File: src/rtl/lag_counter_if.sv
// Trigger/sensor inputs and packed BCD statistics output of the lag counter.
// Pure wiring bundle; no timing of its own.
interface lag_counter_if;
  logic        starttrigger;
  logic        sensor;
  logic [17:0] ticks_per_unit;
  logic        clear_stats;
  logic [79:0] bcdcount;
  logic        measuring;

  modport master (
    output starttrigger, sensor, ticks_per_unit, clear_stats,
    input  bcdcount, measuring
  );

  modport slave (
    input  starttrigger, sensor, ticks_per_unit, clear_stats,
    output bcdcount, measuring
  );
endinterface

File: src/rtl/lag_counter.sv
// Video input-lag meter: trigger-to-photosensor time in 0.1 ms BCD units, with last/min/max/count stats.
// Stats land one clock after the synchronised sensor edge; no backpressure, inputs are sampled every clock.
module lag_counter #(
  parameter logic [19:0] TIMEOUT_BCD = 20'h09999,
  parameter int          SYNC_STAGES = 2
) (
  input logic        clock,
  input logic        reset_n,
  lag_counter_if.slave bus
);

  typedef enum logic [1:0] {IDLE, MEASURE, HOLD} state_t;

  typedef struct packed {
    logic [19:0] last;
    logic [19:0] min;
    logic [19:0] max;
    logic [19:0] count;
  } stats_t;

  localparam stats_t STATS_RST = '{last: 20'h00000, min: 20'h99999, max: 20'h00000, count: 20'h00000};

  state_t                 state, state_nxt;
  logic [SYNC_STAGES-1:0] sync_q;
  logic                   sync_d;
  logic                   sensor_lvl;
  logic                   sensor_rise;
  logic [17:0]            prescaler;
  logic [17:0]            latched_ticks;
  logic [19:0]            acc;
  stats_t                 stats;
  logic                   start;
  logic                   capture;

  function automatic logic [19:0] bcd_inc(input logic [19:0] v);
    logic [19:0] r;
    logic        carry;
    r     = v;
    carry = 1'b1;
    for (int i = 0; i < 5; i++) begin
      if (carry) begin
        if (r[4*i +: 4] == 4'd9) begin
          r[4*i +: 4] = 4'd0;
        end else begin
          r[4*i +: 4] = r[4*i +: 4] + 4'd1;
          carry       = 1'b0;
        end
      end
    end
    return r;
  endfunction

  // Sensor is asynchronous: synchronise, then compare against a delayed copy for the edge.
  always_ff @(posedge clock or negedge reset_n) begin
    if (!reset_n) begin
      sync_q <= '0;
      sync_d <= 1'b0;
    end else begin
      sync_q <= {sync_q[SYNC_STAGES-2:0], bus.sensor};
      sync_d <= sync_q[SYNC_STAGES-1];
    end
  end

  assign sensor_lvl  = sync_q[SYNC_STAGES-1];
  assign sensor_rise = sensor_lvl & ~sync_d;

  always_ff @(posedge clock or negedge reset_n) begin
    if (!reset_n) state <= IDLE;
    else          state <= state_nxt;
  end

  always_comb begin
    state_nxt = state;
    case (state)
      IDLE:    if (bus.starttrigger) state_nxt = MEASURE;
      MEASURE: begin
        // A sensor edge on the timeout cycle still counts as a valid measurement.
        if (sensor_rise)              state_nxt = HOLD;
        else if (acc == TIMEOUT_BCD)  state_nxt = IDLE;
      end
      HOLD:    if (!sensor_lvl) state_nxt = IDLE;
      default: state_nxt = IDLE;
    endcase
  end

  always_comb begin
    bus.measuring = (state == MEASURE);
    start         = (state == IDLE) && bus.starttrigger;
    capture       = (state == MEASURE) && sensor_rise;
  end

  always_ff @(posedge clock or negedge reset_n) begin
    if (!reset_n) begin
      prescaler     <= '0;
      latched_ticks <= 18'd1;
      acc           <= '0;
    end else if (start) begin
      prescaler     <= '0;
      acc           <= '0;
      latched_ticks <= (bus.ticks_per_unit == 18'd0) ? 18'd1 : bus.ticks_per_unit;
    end else if (state == MEASURE) begin
      if (prescaler == latched_ticks - 18'd1) begin
        prescaler <= '0;
        acc       <= bcd_inc(acc);
      end else begin
        prescaler <= prescaler + 18'd1;
      end
    end
  end

  // Valid BCD orders the same as plain binary, so unsigned compares suffice.
  always_ff @(posedge clock or negedge reset_n) begin
    if (!reset_n) begin
      stats <= STATS_RST;
    end else if (bus.clear_stats) begin
      stats <= STATS_RST;
    end else if (capture) begin
      stats.last <= acc;
      if (acc < stats.min) stats.min <= acc;
      if (acc > stats.max) stats.max <= acc;
      if (stats.count != 20'h99999) stats.count <= bcd_inc(stats.count);
    end
  end

  assign bus.bcdcount = stats;

endmodule

File: src/flat_wrapper.sv
// flat-port wrapper written by rule: the top's interface ports become plain ports
module lag_counter_flat 
#(
  parameter logic [19:0] TIMEOUT_BCD = 20'h09999,
  parameter int          SYNC_STAGES = 2
)
  (clock, reset_n, bus_starttrigger, bus_sensor, bus_ticks_per_unit, bus_clear_stats, bus_bcdcount, bus_measuring);
  lag_counter_if bus_i ();
  input logic clock;
  input logic reset_n;
  input wire logic [$bits(bus_i.starttrigger)-1:0] bus_starttrigger;
  input wire logic [$bits(bus_i.sensor)-1:0] bus_sensor;
  input wire logic [$bits(bus_i.ticks_per_unit)-1:0] bus_ticks_per_unit;
  input wire logic [$bits(bus_i.clear_stats)-1:0] bus_clear_stats;
  output wire logic [$bits(bus_i.bcdcount)-1:0] bus_bcdcount;
  output wire logic [$bits(bus_i.measuring)-1:0] bus_measuring;
  assign bus_i.starttrigger = bus_starttrigger;
  assign bus_i.sensor = bus_sensor;
  assign bus_i.ticks_per_unit = bus_ticks_per_unit;
  assign bus_i.clear_stats = bus_clear_stats;
  assign bus_bcdcount = bus_i.bcdcount;
  assign bus_measuring = bus_i.measuring;
  lag_counter #(.TIMEOUT_BCD(TIMEOUT_BCD), .SYNC_STAGES(SYNC_STAGES)) u_core (.clock(clock), .reset_n(reset_n), .bus(bus_i));
endmodule
File: config.mk
export PLATFORM = sky130hd
export DESIGN_NAME = lag_counter_flat
export DESIGN_NICKNAME = d
export VERILOG_FILES = /design/src/rtl/lag_counter_if.sv /design/src/rtl/lag_counter.sv /design/src/flat_wrapper.sv
export SDC_FILE = /design/constraint.sdc
export NUM_CORES = 1
export LEC_CHECK = 0
export CAP_MARGIN = 20
export CORE_MARGIN = 3
export CORE_UTILIZATION = 40
export DETAILED_ROUTE_END_ITERATION = 16
export GPL_ROUTABILITY_DRIVEN = 0
export GPL_TIMING_DRIVEN = 1
export MAX_ROUTING_LAYER = met4
export SYNTH_ARGS = -nofsm -noshare
export SYNTH_HDL_FRONTEND = slang
export SYNTH_SLANG_ARGS = --single-unit
File: constraint.sdc
create_clock -name clock -period 3.9 [get_ports clock]
set_clock_uncertainty 0.2 [all_clocks]
set_input_delay 0.78 -clock clock [delete_from_list [all_inputs] [get_ports clock]]
set_output_delay 0.78 -clock clock [all_outputs]
set_load 0.02 [all_outputs]
## After elaboration in Yosys (flattened, before gate mapping)

Index checks and enable logic that the tools add are counted.

| storage, ports and cells | value |
|---|---|
| bits in registers | 141 |
| bits in latches | 0 |
| bits in writable memories | 0 |
| memory bits (read-only) | 0 |
| input bits | 23 |
| output and inout port bits | 81 |
| memories | 0 |

| cells by class | value |
|---|---|
| add/sub/neg operators | 12 |
| multipliers | 0 |
| divide/modulo/power cells | 0 |
| magnitude comparators | 2 |
| equal/unequal tests | 18 |
| shifts and indexed selects | 0 |
| muxes and demuxes | 73 |
| bitwise operators | 2 |
| reductions and logical operators | 31 |

Operators with widths:

| kind | number |
|---|---|
| 2-to-1 mux 80 bit | 2 |
| 2-to-1 mux 20 bit | 6 |
| 2-to-1 mux 18 bit | 4 |
| 2-to-1 mux 4 bit | 18 |
| adder 4 x 1 -> 4 bit, second input constant | 10 |
| equality test 4 bit, second input constant | 10 |
| 2-to-1 mux 1 bit | 38 |
| nonzero test 2 bit | 14 |
| AND reduction 3 bit | 9 |
| equality test 20 x 16 -> 1 bit, second input constant | 1 |
| > comparator 20 bit | 1 |
| < comparator 20 bit | 1 |
| != test 20 bit, second input constant | 1 |
| adder 18 x 1 -> 18 bit, second input constant | 1 |
| equality test 18 bit | 1 |
| zero test 18 bit | 1 |
| subtractor 18 x 1 -> 18 bit, second input constant | 1 |
| 2-to-1 mux 2 bit | 4 |
| AND reduction 2 bit | 4 |
| case mux 2 bit (3 select lines) | 1 |
| != test 2 bit, second input constant | 2 |
| != test 3 x 1 -> 1 bit, second input constant | 1 |
| equality test 2 x 1 -> 1 bit, second input constant | 1 |
| equality test 2 bit, second input constant | 1 |
| other kinds (4) | 5 |

## Depth between registers and ports, before layout

Gate-level depths: netlist (run 1).

| depth | value |
|---|---|
| word-level depth | 21 |
| depth in mapped cells | 12 |
| gate-level depth less buffers | 10 |

## Worst setup path before layout (run 1)

OpenSTA, ideal clock, no wires.

| path | value |
|---|---|
| path kind | register to register |
| start | register u_core.latched_ticks[0] |
| end | register u_core.acc[19] |
| setup time | 0.099 ns |
| data arrival time | 2.913 ns |
| data required time | 3.601 ns |
| slack | 0.687 ns |
| stages on the path, launching flop included | 11 |
| path buffers | 1 |
| clock period less this slack | 3.213 ns |
| cells stage by stage | dfstp_2 -> inv_1 -> ha_1 -> xor2_1 -> o31a_1 -> or4_1 -> nor4_4 -> and3_1 -> buf_2 -> a41oi_1 -> a311oi_1 |

| on the way | value |
|---|---|
| cells in the longest elaborated chain, start to end | 4 |

Ends and longest elaborated chain:

| item | line | RTL |
|---|---|---|
| start, declared | lag_counter.sv:29 | `logic [17:0] latched_ticks;` |
| start signal, assigned | lag_counter.sv:100 | `latched_ticks <= (bus.ticks_per_unit == 18'd0) ? 18'd1 : bus.ticks_per_unit;` |
| subtractor 18 x 1 -> 18 bit | lag_counter.sv:102 | `if (prescaler == latched_ticks - 18'd1) begin` |
| equality test 18 bit | lag_counter.sv:102 |  |
| nonzero test 2 bit (no line) | -- |  |
| AND reduction 3 bit (no line) | -- |  |
| end signal, assigned | lag_counter.sv:104 | `acc <= bcd_inc(acc);` |
| end, declared | lag_counter.sv:30 | `logic [19:0] acc;` |

No other way between the ends.
A chain may end at the register's enable or synchronous reset.

## Final worst setup path (run 1)

| path | value |
|---|---|
| start | register u_core.latched_ticks[1] |
| end | register u_core.acc[7] |

The elaborated chain is that of the path after synthesis.

==> results of run 1 <==
flip-flops by register name, indices dropped and copies added, names as in the netlist:
register and cells:
u_core.prescaler 18, u_core.acc 20, u_core.bus.bcdcount 80, u_core.latched_ticks 18
u_core.sync_d 1, u_core.sync_q 2, u_core.state 2
cell usage after synthesis (all sizes together) (23+ instances only):
| cell | number |
|---|---|
| nand3 | 31 |
| a21oi | 46 |
| o21ai | 47 |
| a21o | 23 |
| mux2i | 34 |
| nor2 | 69 |
| dfrtp | 130 |
| ha | 60 |
| nand2 | 140 |
| inv | 62 |
| clkbuf | 28 |
cells by family (layout without fill, tap and decap cells):
kind of cell             after synthesis  count (layout)  synth area share
AND/OR/NAND/NOR                      365             365             0.223
AO/OA/AOI/OAI                        171             171             0.132
flip-flops                           141             141             0.433
buffers and inverters                100             214            0.0468
adder cells (fa/ha/maj)               60              60            0.0918
multiplexers                          36              36            0.0444
XOR/XNOR                              27              27            0.0289
area by class of cell:
class / instances / area (µm²)
fillers: 1860 / 9660
multi-input cells: 659 / 4270
flip-flops and latches: 141 / 3540
repair buffers: 120 / 1150
clock buffers: 21 / 450
well taps: 265 / 332
inverters: 62 / 233
clock inverters: 11 / 143
power breakdown:
group / total [mW] / switching [mW] / internal [mW]
logic: 1.62 / 0.932 / 0.687
registers: 2.03 / 0.333 / 1.70
clock network: 1.65 / 0.627 / 1.02
total: 5.29 / 1.89 / 3.40
path summary, 6_finish.rpt:
path	start	endpoint	slack, ns	depth (start not counted)
worst max-delay path	u_core.latched_ticks[1]$_DFFE_PN0P_	u_core.acc[7]$_DFFE_PN0P_	0.29	11
worst min register to register	u_core.sync_q[0]$_DFF_PN0_	u_core.sync_q[1]$_DFF_PN0_	0.15	0
min in group asynchronous	reset_n	u_core.bus.bcdcount[49]$_DFFE_PN0P_	0.27	1
worst max register to register	u_core.latched_ticks[1]$_DFFE_PN0P_	u_core.acc[7]$_DFFE_PN0P_	0.29	11
max in group asynchronous	reset_n	u_core.latched_ticks[0]$_DFFE_PN1P_	2.39	2
worst min-delay path	u_core.sync_q[0]$_DFF_PN0_	u_core.sync_q[1]$_DFF_PN0_	0.15	0
metrics by stage:
step | hold slack (ns) | total power [mW] | setup WS (ns) | instances
after CTS | 0.154 | 5.33 | 0.334 | 1279
after global routing | 0.163 | 5.64 | 0.0292 | 1279
after floorplan | 0.131 | 3.11 | 0.687 | 900
after global placement | 0.132 | 3.65 | 0.453 | 1247
final | 0.151 | 5.29 | 0.293 | 1279
after detailed placement | 0.140 | 3.66 | 0.336 | 1247
metal layers:
layer  GRT usage  vias up  wire (µm)
li1            -     3337          -
met2       0.322      114       9890
met5           -        -          0
met4      0.0435        0        167
met3      0.0337       13        670
met1       0.268     3225       9820
critical path: cells and delay by family (launching register included):
kind	cells	cell delay, ns
compound gates	3	0.51
buf+inv	2	0.30
fa+ha+maj	1	0.17
simple gates	5	1.89
flops	1	0.43
==> qor.yml, run 1 <==
vdd_drop_max_uv: 321
yosysTopAreaCell: "dfrtp_1"
start_util: 0.413
synth-edff-count: 0
finalCritPeriodShare: 0.925
crit_type: "reg2reg"
overflow: 0
endpoint_kind: "register"
max_stage_delay_ns: 0.56
worstHoldPathType: "reg2reg"
async_flop_share: 1.00
drt-vias-per-instance: 5.23
post_cts_buffers: 0
synth_area_um2: 8170
grt.total_usage: 0.200
io_buffers: 103
utilization: 0.512
cts_root_buf: "clkbuf_16"
start_kind: "register"
h-tree-depth: 4
cts_tree: "yes"
cts_sinks: 141
final_area_um2: 10100
cts_buffers: 17
ys_warn_count: 0
ctsHoldBuffers: 0
num_vias: 6689
path_cells: "inv_1 > ha_1 > nor3b_2 > and3_1 > o2111ai_1 > or4_1 > nor4_4 > buf_4 > and2_1 > a41oi_1 > a311oi_1"
ys_seq_area_frac: 0.433
postSynthCellCount: 900
num_antenna_cells: 0
fp.dieH_um: 149
drive_gt1_frac: 0.0769
tightest_slew_ns: 0.899
total_leakage_power_nw: 4.64
avgRoutedWirePerCell_um: 16.1
ys_seq_elements: 141
outcome: "complete, no violations"
dpl_cell_area_um2: 9520
cp_max_fo: 8
fmax_mhz: 277
post-route-min-period_ns: 3.61
nNetsFinal: 1084
syn2layout_area_growth_pct: 23.8
setup_viol: 0
synth-main-ff-cell: "dfrtp_1"
drt-total-wl_um: 20500
synth_top_area_frac: 0.398
maxCapViolations: 0
synth.area.top_cells: "dfrtp_1 (40%), ha_1 (9.2%), nand2_1 (6.4%), mux2i_1 (4.2%), dfstp_2 (3.5%)"
rows: 51
grt_pass1_wl_um: 34900
dp_hpwl_um: 14600
dr.pass1.iters: 5
clock_path_buffers: 2
required_ns: 4.02
hold_viol: 0
clk_pin_slew_ns: 0.06
grt_max_degree: 96
tns_ns: 0
max_slew_margin: 0.401
rsz0062_at_grt: "false"
die_w_um: 149
critical_path_arrival_ns: 3.73
dr.first_iter.drc_count: 320
cts_resized: 0
core_region_area_um2: 19800
die_area_um2: 22200
syn-num-nets: 983
antenna_found_initial: 0
yosysUniqueCellTypes: 56
grt_pass1_vias: 6656
power_density_nw_per_um2: 523
ant_nets: 0
finalMaxSlewViolations: 0
io_pins: 104
drc_errors: 0
syn_avg_cell_area_um2: 9.08
final_cell_mix: "nand2_1 (140), dfrtp_1 (130), clkdlybuf4s50_1 (101)"
slowest_stage: "or4_1"
final_common_cell: "nand2_1"
insertion_delay_ns: 0.42
(Power assumes the default switching activity.)
==> run 2, diff against run 1 <==
Settings changed: CTS_CLUSTER_SIZE from default to 20.
==> results of run 2 <==
Final layout, timing and power as in run 1 (identical DEF).
